File: src/rtl/des_pkg.sv
// Shared constants and FSM state type for the DES output serializer slice.
package des_pkg;

  localparam int DES_BLOCK_W     = 64;
  localparam int DES_BYTE_W      = 8;
  localparam int BYTES_PER_BLOCK = 8;
  localparam int BYTE_CNT_W      = $clog2(BYTES_PER_BLOCK);

  typedef enum logic {
    S_IDLE = 1'b0,
    S_SEND = 1'b1
  } state_e;

endpackage

File: src/rtl/des_out_fifo.sv
// Synchronous FIFO with occupancy level and synchronous flush.
// The read port shows the head entry combinationally; the caller must only assert rd_en when not empty.
module des_out_fifo #(
  parameter int DEPTH = 8,
  parameter int WIDTH = 64,
  localparam int AW = $clog2(DEPTH)
) (
  input  logic             clk,
  input  logic             rst,
  input  logic             flush,
  input  logic             wr_en,
  input  logic [WIDTH-1:0] wr_data,
  input  logic             rd_en,
  output logic [WIDTH-1:0] rd_data,
  output logic [AW:0]      level,
  output logic             full,
  output logic             empty
);

  localparam logic [AW:0]   LVL_ONE  = (AW+1)'(1);
  localparam logic [AW:0]   LVL_FULL = (AW+1)'(DEPTH);
  localparam logic [AW-1:0] PTR_ONE  = AW'(1);

  logic [WIDTH-1:0] r_mem [DEPTH];
  logic [AW-1:0]    r_wptr;
  logic [AW-1:0]    r_rptr;
  logic [AW:0]      r_level;

  // Storage has no reset: only entries counted by r_level are ever read.
  always_ff @(posedge clk) begin
    if (wr_en) begin
      r_mem[r_wptr] <= wr_data;
    end
  end

  always_ff @(posedge clk or negedge rst) begin
    if (!rst) begin
      r_wptr  <= '0;
      r_rptr  <= '0;
      r_level <= '0;
    end else if (flush) begin
      r_wptr  <= '0;
      r_rptr  <= '0;
      r_level <= '0;
    end else begin
      if (wr_en) begin
        r_wptr <= r_wptr + PTR_ONE;
      end
      if (rd_en) begin
        r_rptr <= r_rptr + PTR_ONE;
      end
      case ({wr_en, rd_en})
        2'b10:   r_level <= r_level + LVL_ONE;
        2'b01:   r_level <= r_level - LVL_ONE;
        default: r_level <= r_level;
      endcase
    end
  end

  assign rd_data = r_mem[r_rptr];
  assign level   = r_level;
  assign full    = (r_level == LVL_FULL);
  assign empty   = (r_level == '0);

endmodule

File: src/rtl/des_out_serializer.sv
// Buffers 64-bit DES result blocks and streams them out MSB-first as bytes over valid/ready.
// Optional `DES_OUT_DROPCNT_EN adds a saturating 16-bit dropped-block counter output.
module des_out_serializer
  import des_pkg::*;
#(
  parameter int DEPTH = 8,
  localparam int AW = $clog2(DEPTH)
) (
  input  logic                   clk,
  input  logic                   rst,
  input  logic                   flush,
  input  logic [DES_BLOCK_W-1:0] result,
  input  logic                   result_valid,
  output logic [DES_BYTE_W-1:0]  out_data,
  output logic                   out_valid,
  input  logic                   out_ready,
  output logic                   out_last,
  output logic [AW:0]            fifo_level,
  output logic                   overflow
`ifdef DES_OUT_DROPCNT_EN
  ,
  output logic [15:0]            drop_count
`endif
);

  localparam logic [BYTE_CNT_W-1:0] LAST_IDX = BYTE_CNT_W'(BYTES_PER_BLOCK - 1);
  localparam logic [BYTE_CNT_W-1:0] CNT_ONE  = BYTE_CNT_W'(1);

  state_e                  r_state;
  state_e                  w_nextState;
  logic [DES_BLOCK_W-1:0]  r_shReg;
  logic [BYTE_CNT_W-1:0]   r_cnt;
  logic                    r_overflow;

  logic                    w_handshake;
  logic                    w_lastByte;
  logic                    w_pop;
  logic                    w_canWrite;
  logic                    w_wr;
  logic                    w_drop;
  logic [DES_BLOCK_W-1:0]  w_fifoData;
  logic                    w_full;
  logic                    w_empty;

  assign w_lastByte  = (r_cnt == LAST_IDX);
  assign w_handshake = (r_state == S_SEND) && out_ready;
  assign w_pop       = !flush && !w_empty &&
                       ((r_state == S_IDLE) || (w_handshake && w_lastByte));
  // A full FIFO can still take a block when the head leaves on the same edge.
  assign w_canWrite  = !w_full || w_pop;
  assign w_wr        = result_valid && !flush && w_canWrite;
  assign w_drop      = result_valid && !flush && !w_canWrite;

  des_out_fifo #(
    .DEPTH (DEPTH),
    .WIDTH (DES_BLOCK_W)
  ) u_fifo (
    .clk     (clk),
    .rst     (rst),
    .flush   (flush),
    .wr_en   (w_wr),
    .wr_data (result),
    .rd_en   (w_pop),
    .rd_data (w_fifoData),
    .level   (fifo_level),
    .full    (w_full),
    .empty   (w_empty)
  );

  always_ff @(posedge clk or negedge rst) begin
    if (!rst) begin
      r_state <= S_IDLE;
    end else begin
      r_state <= w_nextState;
    end
  end

  always_comb begin
    w_nextState = r_state;
    if (flush) begin
      w_nextState = S_IDLE;
    end else begin
      case (r_state)
        S_IDLE:  if (!w_empty) w_nextState = S_SEND;
        S_SEND:  if (w_handshake && w_lastByte && w_empty) w_nextState = S_IDLE;
        default: w_nextState = S_IDLE;
      endcase
    end
  end

  always_comb begin
    out_valid = 1'b0;
    out_last  = 1'b0;
    out_data  = '0;
    if (r_state == S_SEND) begin
      out_valid = 1'b1;
      out_last  = w_lastByte;
      out_data  = r_shReg[DES_BLOCK_W-1 -: DES_BYTE_W];
    end
  end

  // The final shift empties the register, so an idle serializer holds zero.
  always_ff @(posedge clk or negedge rst) begin
    if (!rst) begin
      r_shReg <= '0;
      r_cnt   <= '0;
    end else if (flush) begin
      r_shReg <= '0;
      r_cnt   <= '0;
    end else if (w_pop) begin
      r_shReg <= w_fifoData;
      r_cnt   <= '0;
    end else if (w_handshake) begin
      r_shReg <= {r_shReg[DES_BLOCK_W-DES_BYTE_W-1:0], {DES_BYTE_W{1'b0}}};
      r_cnt   <= r_cnt + CNT_ONE;
    end
  end

  always_ff @(posedge clk or negedge rst) begin
    if (!rst) begin
      r_overflow <= 1'b0;
    end else if (flush) begin
      r_overflow <= 1'b0;
    end else if (w_drop) begin
      r_overflow <= 1'b1;
    end
  end

  assign overflow = r_overflow;

`ifdef DES_OUT_DROPCNT_EN
  logic [15:0] r_dropCount;

  always_ff @(posedge clk or negedge rst) begin
    if (!rst) begin
      r_dropCount <= '0;
    end else if (flush) begin
      r_dropCount <= '0;
    end else if (w_drop && (r_dropCount != 16'hFFFF)) begin
      r_dropCount <= r_dropCount + 16'd1;
    end
  end

  assign drop_count = r_dropCount;
`endif

endmodule

File: config.mk
export PLATFORM = sky130hd
export DESIGN_NAME = des_out_serializer
export DESIGN_NICKNAME = d
export VERILOG_FILES = /design/src/rtl/des_pkg.sv /design/src/rtl/des_out_fifo.sv /design/src/rtl/des_out_serializer.sv
export SDC_FILE = /design/constraint.sdc
export NUM_CORES = 1
export LEC_CHECK = 0
export CAP_MARGIN = 10
export CORE_UTILIZATION = 55
export DETAILED_ROUTE_END_ITERATION = 12
export GPL_TIMING_DRIVEN = 0
export HOLD_SLACK_MARGIN = 0.05
export MAX_ROUTING_LAYER = met4
export PLACE_DENSITY = 0.76
export SLEW_MARGIN = 30
export SYNTH_ARGS = -nofsm -noshare
export SYNTH_HDL_FRONTEND = slang
export SYNTH_SLANG_ARGS = --single-unit
File: constraint.sdc
create_clock -name clk -period 8.15 [get_ports clk]
set_clock_uncertainty 0.05 [all_clocks]
set_input_delay 0.815 -clock clk [delete_from_list [all_inputs] [get_ports clk]]
set_output_delay 0.815 -clock clk [all_outputs]
set_load 0.05 [all_outputs]
==> metrics.yaml <==
power:
  p_per_area_mw_per_mm2: 304
  ir_worst_vdd_mv: 0.230
  p_leak_uw: 0.00874
clock_tree:
  cts.reportedPaths.clkPinSlew_ns: 0.07
  cts_resized: 0
  ctsHoldBuffers: 0
  cts_tree: "built"
  cts-root-buf: "clkbuf_16"
  cts_buffers: 56
  insertion_delay_ns: 0.59
  htreeDepth: 2
  cts_sinks: 591
  clockBufferDepth: 3
  cts_setup_buffers: 0
timing:
  tightestPinTransition_ns: 0.882
  hold_violations: 0
  setup_viol: 0
  fin_ws_ns: 4.50
  period_needed_ns: 3.65
  rsz0062_at_grt: "false"
  timing.final.crit_share_pct: 44.8
  fmax_mhz: 274
  slew_headroom_pct: 41.2
  maxSlewViolCount: 0
floorplan:
  die_area_mm2: 0.0418
  rows: 73
  die_h_um: 205
  start_util_pct: 56.3
  ios: 84
  die_w_um: 205
  core_area_mm2: 0.0401
worst_setup_path:
  critPathLaunchType: "primary input"
  path_class: "primary input to register"
  cp.arrival_ns: 3.89
  cp.required_ns: 8.39
  crit_buf_inv: 6
  crit_chain: "clkdlybuf4s50_1, clkbuf_1, nor2b_1, o21ai_1, or2_2, nor3_2, buf_4, buf_4, buf_4, buf_4"
  cp-end-kind: "register"
  crit_slowest_cell: "clkdlybuf4s50_1"
  reg2reg_slack_ns: 4.73
  cpLargestDelayFamily: "buffers and inverters"
  crit_top_cell: "buf_4"
  slowest_delay_ns: 0.58
  path_max_fanout: 10
logic_synthesis:
  netlist_instances: 1062
  synth.ff_latch_count: 591
  synth_area_mm2: 0.0226
  ys_types: 46
  synth_area_per_cell_um2: 21.3
  ys_seq_area_share_pct: 76.9
  syn_nets: 1138
  ys_warn_count: 0
global_route:
  grt_pass1_wl_mm: 71.7
  grt_use_total_pct: 24.2
  first_global_vias: 11700
  grt_overflow: 0
  grt_max_degree: 52
  antenna_found_initial: 0
placement:
  port-buffer-count: 83
  place_worst_setup_slack_ns: 3.96
  place_hpwl_mm: 31.7
  place.gp.congestion: 0.815
hold_path:
  hold_class: "primary input to async pin"
drt:
  detail-route-antenna-nets: 0
  drtIter0Drc: 1105
  wl_per_cell_um: 25.6
  post-route-drc-count: 0
  vias_per_cell: 6.11
  route.vias.total: 11300
  wl_met1_mm: 19.4
  finalWirelength_mm: 47.1
  wl_met3_mm: 3.02
  wl_met2_mm: 23.7
  highest_layer: "met4"
  first_pass_iters: 6
finish:
  antennaDiodeCount: 0
  drive_gt1_share_pct: 25.0
  seqCellArea_mm2: 0.0174
  syn2layout_area_growth_pct: 18.6
  fill_cells: 2512
  final_util_pct: 66.8
  multi_input_area_mm2: 0.00499
  final_nets: 1347
run:
  cap_violations: 0
status:
  status: "complete, no violations"
-- layout by cell type (no fill, tap or decap), types with 2 or more instances in the layout --
cell / count
clkbuf_1: 44
a21oi_1: 4
clkinv_2: 5
o21ai_0: 4
buf_4: 54
nor2_1: 8
o21ai_1: 65
a22o_1: 2
nand2_1: 12
clkinv_4: 2
clkinv_1: 2
inv_1: 3
nor2_4: 3
or3_1: 2
edfxtp_1: 512
buf_1: 2
nand2b_1: 4
clkinvlp_4: 3
buf_6: 5
buf_2: 27
bufinv_16: 5
nor2b_1: 5
buf_16: 11
ha_1: 6
xnor2_1: 3
o31ai_1: 2
nor3_2: 4
clkdlybuf4s50_1: 82
a22oi_1: 56
mux2_1: 3
clkbuf_8: 10
buf_8: 3
and2_1: 9
clkbuf_16: 58
dfrtp_1: 79
mux2i_1: 65
o211ai_1: 2
mux4_2: 128
-- per-layer routing --
layer | vias up | global-route usage, %
met5 | - | -
met4 | 0 | 5.65
met3 | 75 | 3.63
met2 | 425 | 38.9
met1 | 5929 | 33.0
li1 | 4833 | -
-- metrics by stage --
step           power (µW)  instances  cell area, µm²  setup TNS (ns)  hold slack, ns
5_1_grt              8440       1842           26800               0           0.131
6_report             8140       1842           26800               0           0.112
2_1_floorplan        4960       1062           22600               0           0.406
3_5_place_dp         5580       1738           24900               0           0.439
3_3_place_gp         5490       1670           24100         -932.11           0.419
4_1_cts              8190       1842           26800               0           0.104
-- kinds of logic (layout without fill, tap and decap cells) --
logic type	count (synthesis)	after routing	synth area share (%)
flops	591	591	76.9
mux	197	197	15.9
compound gates	143	143	4.05
buf+inv	63	318	1.28
simple gates	58	58	1.39
fa+ha+maj	7	7	0.421
xor+xnor	3	3	0.116
-- worst register-to-register path, cell delays in order, from the launching register on --
cell and delay, ns:
dfrtp_1 0.52, clkbuf_1 0.37, a21bo_2 0.32, o21ai_1 0.68
or2_2 0.36, nor3_2 0.12, buf_4 0.19, buf_4 0.17
buf_4 0.19, buf_4 0.18
-- where the power goes --
| part | switching, µW | total (µW) | internal (µW) | leakage, µW |
|---|---|---|---|---|
| clock network | 1070 | 2630 | 1550 | 0.000913 |
| logic | 1010 | 1830 | 821 | 0.00213 |
| registers | 168 | 3690 | 3520 | 0.00569 |
| total | 2250 | 8140 | 5900 | 0.00874 |
-- flip-flops by register name (all words and copies together) (netlist names) --
| register | count |
|---|---|
| u_fifo.level | 4 |
| r_state | 1 |
| r_shReg | 64 |
| u_fifo.r_mem | 512 |
| r_cnt | 3 |
| u_fifo.r_rptr | 3 |
| u_fifo.r_wptr | 3 |
| overflow | 1 |
-- cell type report --
class | count | share of cell area, %
Timing Repair Buffer | 151 | 5.96
Clock buffer | 85 | 6.17
Multi-Input combinational cell | 408 | 18.6
Inverter | 3 | 0.0421
Clock inverter | 19 | 0.874
Tap cell | 525 | 2.45
Sequential cell | 591 | 64.8
Buffer | 60 | 1.04
-- synthesized netlist by cell type, drive strengths merged --
| cell | number | area (µm²) |
|---|---|---|
| a211oi | 1 | 12.5 |
| a21bo | 1 | 10.0 |
| a21boi | 2 | 15.0 |
| a21o | 1 | 7.51 |
| a21oi | 4 | 20.0 |
| a22o | 2 | 17.5 |
| a22oi | 56 | 420 |
| a31oi | 1 | 6.26 |
| and2 | 9 | 56.3 |
| buf | 33 | 176 |
| clkbuf | 27 | 101 |
| dfrtp | 79 | 1980 |
| edfxtp | 512 | 15400 |
| fa | 1 | 20.0 |
| ha | 6 | 75.1 |
| inv | 3 | 11.3 |
| mux2 | 4 | 45.0 |
| mux2i | 65 | 651 |
| mux4 | 128 | 2880 |
| nand2 | 12 | 45.0 |
| nand2b | 4 | 25.0 |
| nand3 | 1 | 5.00 |
| nand3b | 1 | 7.51 |
| nor2 | 11 | 41.3 |
| nor2b | 5 | 31.3 |
| nor3 | 5 | 25.0 |
| nor4 | 2 | 12.5 |
| nor4b | 1 | 8.76 |
| o211ai | 2 | 15.0 |
| o21ai | 69 | 345 |
| o31a | 1 | 8.76 |
| o31ai | 3 | 36.3 |
| or2 | 1 | 6.26 |
| or3 | 2 | 12.5 |
| or3b | 1 | 8.76 |
| or4 | 2 | 18.8 |
| or4b | 1 | 10.0 |
| xnor2 | 3 | 26.3 |
-- worst paths after layout --
path / startpoint / endpoint / depth (start not counted)
hold / removal: rst / r_shReg[50]$_DFFE_PN0P_ / 1
max in group asynchronous: rst / r_shReg[20]$_DFFE_PN0P_ / 2
setup reg to reg: r_state$_DFF_PN0_ / u_fifo.r_mem[1][19]$_DFFE_PP_ / 9
min in group clk: r_shReg[4]$_DFFE_PN0P_ / r_shReg[4]$_DFFE_PN0P_ / 2
hold reg to reg: r_shReg[4]$_DFFE_PN0P_ / r_shReg[4]$_DFFE_PN0P_ / 2
setup / recovery: result_valid / u_fifo.r_mem[1][19]$_DFFE_PP_ / 10
Power figures use the tool's default switching activity.
